==> config.mk <==
export PLATFORM = sky130hd
export DESIGN_NAME = alu_control_md
export DESIGN_NICKNAME = d
export VERILOG_FILES = /design/src/rtl/alu_ctrl_pkg.sv /design/src/rtl/muldiv_iter.sv /design/src/rtl/alu_control_md.sv
export SDC_FILE = /design/constraint.sdc
export NUM_CORES = 1
export LEC_CHECK = 0
export CORE_MARGIN = 3
export CORE_UTILIZATION = 45
export DETAILED_ROUTE_END_ITERATION = 10
export GPL_TIMING_DRIVEN = 0
export HOLD_SLACK_MARGIN = 0.03
export PLACE_DENSITY = 0.76
export SKIP_LAST_GASP = 1
export SLEW_MARGIN = 20
export SYNTH_ARGS = -nofsm -noshare
export SYNTH_HDL_FRONTEND = slang
export SYNTH_SLANG_ARGS = --single-unit
==> constraint.sdc <==
create_clock -name clk -period 3.5 [get_ports clk]
set_input_delay 0.525 -clock clk [delete_from_list [all_inputs] [get_ports clk]]
set_output_delay 0.525 -clock clk [all_outputs]
set_load 0.03 [all_outputs]
==> src/rtl/alu_ctrl_pkg.sv <==
`default_nettype none
// ============================================================================
//  Module      : alu_ctrl_pkg
//  Description : Shared ALU select codes, alu_op / funct encodings and the
//                multiply/divide sequencer state type.
//  Revision    : 1.0  initial release
// ============================================================================
package alu_ctrl_pkg;

    // ALU select codes driven on alu_signal
    localparam logic [3:0] ALU_AND = 4'b0000;
    localparam logic [3:0] ALU_OR  = 4'b0001;
    localparam logic [3:0] ALU_ADD = 4'b0010;
    localparam logic [3:0] ALU_SUB = 4'b0110;
    localparam logic [3:0] ALU_SLT = 4'b0111;
    localparam logic [3:0] ALU_NOR = 4'b1100;
    localparam logic [3:0] ALU_NOP = 4'b1111;

    // alu_op encodings from the main decoder
    localparam logic [1:0] ALUOP_MEM   = 2'b00;
    localparam logic [1:0] ALUOP_BEQ   = 2'b01;
    localparam logic [1:0] ALUOP_RTYPE = 2'b10;

    // R-type funct codes
    localparam logic [5:0] FN_ADD   = 6'b100000;
    localparam logic [5:0] FN_SUB   = 6'b100010;
    localparam logic [5:0] FN_AND   = 6'b100100;
    localparam logic [5:0] FN_OR    = 6'b100101;
    localparam logic [5:0] FN_NOR   = 6'b100111;
    localparam logic [5:0] FN_SLT   = 6'b101010;
    localparam logic [5:0] FN_MULT  = 6'b011000;
    localparam logic [5:0] FN_MULTU = 6'b011001;
    localparam logic [5:0] FN_DIV   = 6'b011010;
    localparam logic [5:0] FN_DIVU  = 6'b011011;
    localparam logic [5:0] FN_MFHI  = 6'b010000;
    localparam logic [5:0] FN_MFLO  = 6'b010010;

    // Multiply/divide sequencer states
    typedef enum logic [1:0] {
        ST_IDLE = 2'd0,
        ST_MUL  = 2'd1,
        ST_DIV  = 2'd2,
        ST_FIX  = 2'd3
    } md_state_t;

    // True for the four functs that start an iterative operation
    function automatic logic is_md_start(input logic [5:0] fn);
        return (fn == FN_MULT) || (fn == FN_MULTU) || (fn == FN_DIV) || (fn == FN_DIVU);
    endfunction

endpackage
`default_nettype wire

==> src/rtl/muldiv_iter.sv <==
`default_nettype none
// ============================================================================
//  Module      : muldiv_iter
//  Description : Iterative shift-add multiplier / restoring divider working on
//                operand magnitudes, with a final sign correction. Sequenced
//                by the owning FSM through load_i / step_i.
//  Revision    : 1.0  initial release
// ============================================================================
module muldiv_iter
    import alu_ctrl_pkg::*;
#(
    parameter int WIDTH = 32
) (
    input  logic             clk,
    input  logic             reset,
    input  logic             load_i,
    input  logic             step_i,
    input  logic             div_i,
    input  logic             signed_i,
    input  logic [WIDTH-1:0] op_a_i,
    input  logic [WIDTH-1:0] op_b_i,
    output logic             last_o,
    output logic [WIDTH-1:0] hi_o,
    output logic [WIDTH-1:0] lo_o
);

    localparam int CNT_W = $clog2(WIDTH + 1);

    // acc_q: multiply -> {partial product, remaining multiplier bits}
    //        divide   -> {partial remainder, dividend/quotient shift reg}
    logic [2*WIDTH-1:0] acc_q, acc_d;
    logic [WIDTH-1:0]   opnd_q;       // multiplicand or divisor magnitude
    logic [CNT_W-1:0]   cnt_q;
    logic               div_q;
    logic               neg_lo_q;     // product / quotient must be negated
    logic               neg_hi_q;     // remainder must be negated

    logic               a_neg, b_neg;
    logic [WIDTH-1:0]   mag_a, mag_b;
    logic [WIDTH:0]     mul_sum;
    logic [WIDTH:0]     div_shift;
    logic [WIDTH-1:0]   div_diff;
    logic [2*WIDTH-1:0] prod_fix;

    // Operand magnitudes; unsigned ops pass raw values through
    always_comb begin
        a_neg = signed_i & op_a_i[WIDTH-1];
        b_neg = signed_i & op_b_i[WIDTH-1];
        mag_a = a_neg ? (WIDTH'(0) - op_a_i) : op_a_i;
        mag_b = b_neg ? (WIDTH'(0) - op_b_i) : op_b_i;
    end

    // One iteration of either algorithm
    always_comb begin
        mul_sum   = {1'b0, acc_q[2*WIDTH-1:WIDTH]} + (acc_q[0] ? {1'b0, opnd_q} : '0);
        div_shift = {acc_q[2*WIDTH-1:WIDTH], acc_q[WIDTH-1]};
        // Only used when div_shift >= divisor, so the result fits in WIDTH bits
        div_diff  = div_shift[WIDTH-1:0] - opnd_q;
        if (div_q) begin
            if (div_shift >= {1'b0, opnd_q})
                acc_d = {div_diff, acc_q[WIDTH-2:0], 1'b1};
            else
                acc_d = {div_shift[WIDTH-1:0], acc_q[WIDTH-2:0], 1'b0};
        end else begin
            acc_d = {mul_sum, acc_q[WIDTH-1:1]};
        end
    end

    // Iteration registers: load on accept, advance one bit per step
    always_ff @(posedge clk) begin
        if (reset) begin
            acc_q    <= '0;
            opnd_q   <= '0;
            cnt_q    <= '0;
            div_q    <= 1'b0;
            neg_lo_q <= 1'b0;
            neg_hi_q <= 1'b0;
        end else if (load_i) begin
            cnt_q    <= '0;
            div_q    <= div_i;
            neg_lo_q <= a_neg ^ b_neg;
            neg_hi_q <= a_neg;
            if (div_i) begin
                acc_q  <= {{WIDTH{1'b0}}, mag_a};
                opnd_q <= mag_b;
            end else begin
                acc_q  <= {{WIDTH{1'b0}}, mag_b};
                opnd_q <= mag_a;
            end
        end else if (step_i) begin
            acc_q <= acc_d;
            cnt_q <= cnt_q + 1'b1;
        end
    end

    // Sign correction; MIN_INT / -1 wraps naturally through two's complement
    always_comb begin
        last_o   = (cnt_q == CNT_W'(WIDTH - 1));
        prod_fix = neg_lo_q ? ((2*WIDTH)'(0) - acc_q) : acc_q;
        if (div_q) begin
            lo_o = neg_lo_q ? (WIDTH'(0) - acc_q[WIDTH-1:0]) : acc_q[WIDTH-1:0];
            hi_o = neg_hi_q ? (WIDTH'(0) - acc_q[2*WIDTH-1:WIDTH]) : acc_q[2*WIDTH-1:WIDTH];
        end else begin
            lo_o = prod_fix[WIDTH-1:0];
            hi_o = prod_fix[2*WIDTH-1:WIDTH];
        end
    end

endmodule
`default_nettype wire

==> src/rtl/alu_control_md.sv <==
`default_nettype none
// ============================================================================
//  Module      : alu_control_md
//  Description : ALU control decode plus iterative MULT/MULTU/DIV/DIVU unit
//                with HI/LO registers and pipeline busy/stall handshaking.
//  Revision    : 1.0  initial release
// ============================================================================
module alu_control_md
    import alu_ctrl_pkg::*;
#(
    parameter int WIDTH  = 32,
    parameter int CTRL_W = 4
) (
    input  logic              clk,
    input  logic              reset,
    input  logic              valid,
    input  logic [1:0]        alu_op,
    input  logic [5:0]        func_code,
    input  logic [WIDTH-1:0]  op_a,
    input  logic [WIDTH-1:0]  op_b,
    output logic [CTRL_W-1:0] alu_signal,
    output logic              illegal,
    output logic              busy,
    output logic              stall,
    output logic              done,
    output logic              div_zero,
    output logic [WIDTH-1:0]  hi,
    output logic [WIDTH-1:0]  lo
);

    md_state_t        state_q, state_d;
    logic [WIDTH-1:0] hi_q, lo_q;
    logic             done_q, div_zero_q;

    logic [3:0]       sel;
    logic             is_md, is_mf, fn_div, fn_signed;
    logic             accept, zero_div;
    logic             load, step, last;
    logic [WIDTH-1:0] res_hi, res_lo;

    // Funct/alu_op decode; anything unrecognised falls to NOP + illegal
    always_comb begin
        sel       = ALU_NOP;
        illegal   = 1'b1;
        is_md     = is_md_start(func_code);
        is_mf     = (func_code == FN_MFHI) || (func_code == FN_MFLO);
        fn_div    = (func_code == FN_DIV) || (func_code == FN_DIVU);
        fn_signed = (func_code == FN_MULT) || (func_code == FN_DIV);
        case (alu_op)
            ALUOP_MEM: begin sel = ALU_ADD; illegal = 1'b0; end
            ALUOP_BEQ: begin sel = ALU_SUB; illegal = 1'b0; end
            ALUOP_RTYPE: begin
                illegal = 1'b0;
                case (func_code)
                    FN_ADD:  sel = ALU_ADD;
                    FN_SUB:  sel = ALU_SUB;
                    FN_AND:  sel = ALU_AND;
                    FN_OR:   sel = ALU_OR;
                    FN_NOR:  sel = ALU_NOR;
                    FN_SLT:  sel = ALU_SLT;
                    default: begin
                        sel     = ALU_NOP;
                        illegal = !(is_md || is_mf);
                    end
                endcase
            end
            default: begin sel = ALU_NOP; illegal = 1'b1; end
        endcase
        alu_signal = CTRL_W'(sel);
    end

    // Sequencer next state; a zero divisor completes without leaving IDLE
    always_comb begin
        state_d  = state_q;
        load     = 1'b0;
        step     = 1'b0;
        accept   = valid && (alu_op == ALUOP_RTYPE) && is_md && (state_q == ST_IDLE);
        zero_div = accept && fn_div && (op_b == '0);
        case (state_q)
            ST_IDLE: begin
                if (accept && !zero_div) begin
                    load    = 1'b1;
                    state_d = fn_div ? ST_DIV : ST_MUL;
                end
            end
            ST_MUL, ST_DIV: begin
                step = 1'b1;
                if (last) state_d = ST_FIX;
            end
            ST_FIX:  state_d = ST_IDLE;
            default: state_d = ST_IDLE;
        endcase
        busy  = (state_q != ST_IDLE);
        stall = valid && (alu_op == ALUOP_RTYPE) && (is_md || is_mf) &&
                (busy || (state_q == ST_FIX));
    end

    // State, HI/LO and completion pulses; reset discards any in-flight op
    always_ff @(posedge clk) begin
        if (reset) begin
            state_q    <= ST_IDLE;
            hi_q       <= '0;
            lo_q       <= '0;
            done_q     <= 1'b0;
            div_zero_q <= 1'b0;
        end else begin
            state_q    <= state_d;
            done_q     <= (state_q == ST_FIX) || zero_div;
            div_zero_q <= zero_div;
            if (state_q == ST_FIX) begin
                hi_q <= res_hi;
                lo_q <= res_lo;
            end
        end
    end

    muldiv_iter #(
        .WIDTH (WIDTH)
    ) u_muldiv_iter (
        .clk      (clk),
        .reset    (reset),
        .load_i   (load),
        .step_i   (step),
        .div_i    (fn_div),
        .signed_i (fn_signed),
        .op_a_i   (op_a),
        .op_b_i   (op_b),
        .last_o   (last),
        .hi_o     (res_hi),
        .lo_o     (res_lo)
    );

    assign hi       = hi_q;
    assign lo       = lo_q;
    assign done     = done_q;
    assign div_zero = div_zero_q;

endmodule
`default_nettype wire
; ---- After elaboration in Yosys (flattened, before gate mapping)
; Cells that the tools add are included.
[classes]
n_mux = 25
n_shift = 0
multipliers = 0
n_reduce_logical = 29
magnitude_cmp = 1
add_sub_neg = 8
n_bitwise = 3
n_eq_ne = 20
n_div = 0
[ops]
columns = cell, count
row1 = 64-bit 2-to-1 mux, 5
row2 = 32-bit 2-to-1 mux, 9
row3 = "1-bit by 32-bit subtractor with 32-bit output, first input constant", 4
row4 = "1-bit by 64-bit subtractor with 64-bit output, first input constant", 1
row5 = "6-bit by 5-bit equality test with 1-bit output, second input constant", 7
row6 = "6-bit equality test, second input constant", 6
row7 = 32-bit by 33-bit adder with 33-bit output, 1
row8 = 33-bit by 32-bit >= comparator with 1-bit output, 1
row9 = 32-bit zero test, 1
row10 = 32-bit subtractor, 1
row11 = 4-bit case mux with 6 select lines, 1
row12 = 4-bit case mux with 3 select lines, 1
row13 = 1-bit logical OR, 9
row14 = 1-bit logical AND, 8
row15 = "6-bit by 1-bit adder with 6-bit output, second input constant", 1
row16 = "2-bit equality test, second input constant", 3
row17 = 2-bit 2-to-1 mux, 3
row18 = 2-bit case mux with 3 select lines, 1
row19 = 2-bit OR reduction, 3
row20 = 6-bit OR reduction, 1
row21 = "2-bit by 1-bit equality test with 1-bit output, second input constant", 2
row22 = 2-bit zero test, 2
row23 = 1-bit 2-to-1 mux, 4
row24 = 2-bit nonzero test, 2
row25 = 7 further kinds, 9
[word_totals]
mem_bits_ro = 0
output_inout_bits = 73
latch_bits = 0
reg_bits = 173
inputBits = 75
memories = 0
ram_bits = 0
word_cells = 97

; ---- Longest topological paths before layout
[logic_depth]
depth_word = 13
mapped_depth = 15
ltp_nobuf = 13

; ---- Cells and area by module
; Synthesis repeated with hierarchy kept, for this count alone.
[hier_totals]
hier_cells = 1949
area_unflattened_um2 = 14520.2
[by_module_without_submodules]
columns = module, area_per_inst_um2, n_inst, seq_area_each_um2, cells_each
row1 = muldiv_iter, 11811.3, 1, 2102.0, 1677
row2 = alu_control_md, 2708.8, 1, 1361.3, 272

; ---- Least setup slack after synthesis
; No wires, ideal clock.
[synth_path]
path_type = flip-flop to flip-flop
start = register u_muldiv_iter.acc_q[0]
end = register u_muldiv_iter.acc_q[61]
slack_ps = 179
period_less_slack_ps = 3321
required_time_ps = 3426
stages_incl_launch_ff = 15
arrival_ps = 3246
n_path_buf = 1
cell_sequence = dfxtp_1 > clkbuf_1 > and2_1 > ha_1 > inv_1 > fa_1 > nor2b_1 > o31ai_1 > a211oi_1 > o211ai_1 > o31ai_1 > o221ai_1 > or4_1 > and3_1 > a31oi_1
[synth_between]
elab_chain_len = 5
[synth_rtl]
columns = element, line_no
row1 = from (decl), muldiv_iter.sv:31  ; logic [2*WIDTH-1:0] acc_q, acc_d;
row2 = from (signal assigned), muldiv_iter.sv:84  ; acc_q <= {{WIDTH{1'b0}}, mag_a};
row3 = from (signal assigned), muldiv_iter.sv:87  ; acc_q <= {{WIDTH{1'b0}}, mag_b};
row4 = 32-bit 2-to-1 mux, muldiv_iter.sv:55  ; mul_sum = {1'b0, acc_q[2*WIDTH-1:WIDTH]} + (acc_q[0] ? {1'b0, opnd_q} : '0);
row5 = 32-bit by 33-bit adder with 33-bit output, muldiv_iter.sv:55
row6 = 64-bit 2-to-1 mux, muldiv_iter.sv:59  ; if (div_q) begin
row7 = 64-bit 2-to-1 mux, muldiv_iter.sv:90  ; end else if (step_i) begin
row8 = 64-bit 2-to-1 mux, muldiv_iter.sv:78  ; end else if (load_i) begin
; No other way between the ends. The select of a mux whose other input is x is not followed.
; A chain may end at the register's enable or synchronous reset.

; ---- Worst setup path in the final report
[layout_path]
start = register u_muldiv_iter.acc_q[0]
end = register hi_q[20], in the netlist hi[20]
[layout_between]
elab_chain_len = 3
[layout_rtl]
columns = element, line_no
row1 = 1-bit by 64-bit subtractor with 64-bit output, muldiv_iter.sv:99  ; prod_fix = neg_lo_q ? ((2*WIDTH)'(0) - acc_q) : acc_q;
row2 = 64-bit 2-to-1 mux, muldiv_iter.sv:99
row3 = 32-bit 2-to-1 mux, muldiv_iter.sv:100  ; if (div_q) begin
row4 = to (signal assigned), alu_control_md.sv:111  ; hi_q <= res_hi;
row5 = to (decl), alu_control_md.sv:32  ; logic [WIDTH-1:0] hi_q, lo_q;
; No other way between the ends.

==> qor.csv <==
stage;metric;value;unit
power_and_ir_drop;PwrDens;782;nW/um^2
sta;RSZ-0062 raised after global routing;yes;
yosys;Synth Net Count;2104;
power_and_ir_drop;P_leak;6.22;nW
yosys;count of cell types in the netlist;85;
min_path;hold path cells;2;
critical_path;Reg-to-Reg Start;u_muldiv_iter.acc_q[0];
die;IO Pins;148;
critical_path;required time of the worst setup path;3.88;ns
sta;fmax;0.287;GHz
place;DP Wirelength;45300;microns
clock_tree;clock buffer depth;2;
global_route;initial antenna violation count;0;
drt;via count;16100;
die;core area;31600;sq um
critical_path;Worst R2R End;hi[20];
cells_and_area;Core Util, Final;55.3;%
min_path;Hold Path Sink;u_muldiv_iter.opnd_q[5];
sta;Slew HR;26.4;%
critical_path;Worst Setup Start Kind;flop;
sta;clk_skew;0.0161;ns
critical_path;CP Cell Sequence;inv_1, buf_1, ha_1, and2_1, nand4_1, or2_2, nand2_1, o21ai_0, xor2_1, mux2i_1, nor2_1;
clock_tree;Root Driver;clkbuf_16;
critical_path;Crit Path Category;reg -> reg;
critical_path;CP top delay family;simple AND/OR/NAND/NOR gates;
yosys;Synth top area share;23.9;%
status;status;complete, no violations;
cells_and_area;layout cells sized above 1;7.62;%
die;FP Rows;65;
drt;Post-DRT Antenna Nets;0;
die;Die Span X;185;microns
yosys;YS warnings;0;
drt;Detailed Route WL;57500;microns
die;Die Span Y;185;microns
clock_tree;TritonCTS clock tree;yes;
yosys;ys async rst share;0;%
critical_path;maximum fanout along the worst path;10;
clock_tree;CTS H-tree lvls;4;
sta;Final Setup Violations;0;
yosys;register bit count reported by yosys;173;
clock_tree;Worst-path clk slew;0.07;ns
yosys;syn avg cell area;7.40;sq um
critical_path;Crit path largest cell delay;0.59;ns
drt;drt pass-1 iters;7;
sta;Hold Fails Final Rpt;0;
yosys;largest area contributor in the netlist;dfxtp_1;
place;routability cong.;1.05;
power_and_ir_drop;Peak VDD IR;0.000430;V
critical_path;Arr. time, crit path;3.86;ns
place;buffers added on ports;145;
cells_and_area;layout net count;2276;
global_route;gr usage total;32.4;%
die;DIE AREA;34300;sq um
min_path;Hold Path Class;reg -> reg;
sta;max-slew violations;0;
critical_path;slowest CP cell;buf_1;
min_path;Hold Crit Start;u_muldiv_iter.opnd_q[5];
drt;vias per cell;6.32;
sta;Slew @ Worst Pin;1.10;ns
clock_tree;count of hold-fix buffers inserted at cts;0;
cells_and_area;area grow syn2layout;20.9;%
clock_tree;latest clock arrival within the worst-skew pair;0.45;ns
drt;DRC Markers;0;
yosys;Seq/Total Area, Yosys;23.9;%
clock_tree;total CTS buffers;17;
cells_and_area;# diodes;0;
global_route;Overflow after GRT;0;
drt;Initial DRC Count;1624;
yosys;synthesized cell area;14500;sq um
yosys;top post-synthesis cells by area;dfxtp_1 (24%), xor2_1 (6.2%), ha_1 (6.2%), a21oi_1 (6.2%), nor2_1 (5.9%);
drt;wire per inst;22.6;microns
run;max-cap viol count;0;
yosys;top_reg_cell synth;dfxtp_1;
critical_path;Critical Path Sink Type;flop;
global_route;first-pass GRT wire length;85900;microns
sta;min Tclk post-route;3.48;ns
clock_tree;CTS Sinks;173;
global_route;vias in the first global route;14600;
die;Initial Util;45.7;%
power_and_ir_drop;power consumption;0.0137;W
sta;Tcrit/Tclk final;99.6;%
yosys;number of flops mapped to enable cells by yosys;0;
critical_path;reg2reg path depth;11;
critical_path;reg2reg setup slack;0.02;ns
yosys;cell count after synthesis;1955;
global_route;largest net degree at the start of global routing;19;
critical_path;WP buf/inv;2;
==> registers in the layout (all words and copies together) (netlist names) <==
| register | count |
|---|---|
| u_muldiv_iter.cnt_q | 6 |
| div_zero | 1 |
| u_muldiv_iter.neg_hi_q | 1 |
| lo | 32 |
| state_q | 2 |
| u_muldiv_iter.div_q | 1 |
| hi | 32 |
| u_muldiv_iter.neg_lo_q | 1 |
| done | 1 |
| u_muldiv_iter.opnd_q | 32 |
| u_muldiv_iter.acc_q | 64 |
==> synthesized netlist by cell type, drive strengths merged, types with 10 or more instances <==
library cell / instances
a21oi: 179
o31ai: 24
ha: 72
nand2: 207
clkbuf: 114
mux2i: 64
xor2: 103
nand2b: 13
o211ai: 71
o21ai: 117
o21bai: 10
dfxtp: 173
or3: 21
nor3: 36
xnor2: 73
and2: 15
a21o: 20
inv: 62
nor2: 229
o41ai: 13
buf: 22
nand3: 18
a311oi: 11
a211oi: 77
a31oi: 16
nand4: 16
and3: 10
or4: 18
nor4: 16
nor2b: 22
o21a: 16
==> cell type report <==
class | count | area (sq um)
sequential | 173 | 3480
clock buffer | 18 | 439
inverter | 63 | 236
tap | 402 | 503
fill | 2961 | 14200
clock inverter | 14 | 161
multi-input combinational | 1583 | 10600
buffer | 132 | 561
timing repair buffer | 157 | 1540
==> worst reg2reg max path: cells and delay by family, from the launching register on <==
family / cells / cell delay, ns
XOR/XNOR: 1 / 0.35
flip-flops: 1 / 0.37
AND/OR/NAND/NOR: 5 / 1.33
adder cells (fa/ha/maj): 1 / 0.33
buffers and inverters: 2 / 0.73
AO/OA/AOI/OAI: 1 / 0.18
multiplexers: 1 / 0.13
==> timing repair <==
| action | in CTS | in global routing |
|---|---|---|
| setup buffers | 6 | 6 |
| endpoints found under the setup margin | 72 | 75 |
| hold endpoints to repair | 0 | 0 |
| pin swaps | 7 | 14 |
| cloned | 0 | 0 |
| resized for setup | 38 | 59 |
==> worst max-delay path by stage <==
stage	start	to	slack, ns	cells after the start
floorplan	u_muldiv_iter.acc_q[0]	u_muldiv_iter.acc_q[61]	0.18	14
global placement	u_muldiv_iter.acc_q[0]	u_muldiv_iter.acc_q[60]	-0.99	14
detailed placement	u_muldiv_iter.acc_q[0]	u_muldiv_iter.acc_q[61]	-0.84	14
CTS	u_muldiv_iter.acc_q[0]	u_muldiv_iter.acc_q[61]	-0.06	13
global route	u_muldiv_iter.acc_q[0]	u_muldiv_iter.acc_q[61]	-0.09	13
finish	u_muldiv_iter.acc_q[0]	hi[20]	0.02	11
==> cell families (layout without fill, tap and decap cells) <==
group                      after synthesis  count (layout)  share of synthesized area [%]
adders and majority gates               74              74                           6.51
DFF                                    173             173                           23.9
and+or+nand+nor                        642             642                           20.6
xor gates and xnor gates               176             176                           10.7
AOI/OAI and AO/OA                      618             618                           27.7
buffers and inverters                  199             384                           5.40
muxes                                   73              73                           5.13
==> per-layer routing <==
metal / up-vias / GRT usage [%] / part of all wire [%]
met3: 129 / 5.48 / 9.9
met2: 918 / 50.1 / 43
met1: 7595 / 44.9 / 43
li1: 7412 / - / -
met5: - / 0 / 0
met4: 0 / 13.1 / 4.3
==> cell usage in the layout (no fill, tap or decap), types with 14 or more instances in the layout <==
master	n
ha_1	68
nand2_1	207
clkbuf_16	17
nor3_1	32
xor2_1	102
xnor2_1	73
o31ai_1	19
mux2i_1	64
o211ai_1	71
nor2_1	226
clkbuf_1	101
nand4_1	16
a21o_1	20
dfxtp_1	166
clkdlybuf4s50_1	144
a21oi_1	175
inv_1	61
o21ai_0	109
or4_1	15
nor2b_1	21
a211oi_1	68
or3_1	21
a31oi_1	14
and2_1	14
buf_4	19
nand3_1	16
o21a_1	16
==> metrics by stage <==
step / instances / hold slack (ns) / setup WS (ns) / cell area [sq um] / setup TNS [ns]
after floorplan: 1955 / 0.432 / 0.179 / 14500 / 0
after global placement: 2502 / 0.443 / -0.995 / 16400 / -44.42
after detailed placement: 2502 / 0.447 / -0.836 / 16400 / -48.28
after CTS: 2538 / 0.457 / -0.0611 / 17200 / -0.0611
after global routing: 2542 / 0.470 / -0.0901 / 17500 / -0.128
final: 2542 / 0.457 / 0.0155 / 17500 / 0
==> where the power goes <==
group          internal, W  switching (W)  total, W
clock              0.00104       0.000967   0.00201
combinational      0.00338        0.00537   0.00875
sequential         0.00232       0.000606   0.00292
total              0.00674        0.00694    0.0137
No activity file was read; power rests on OpenSTA's default activity.
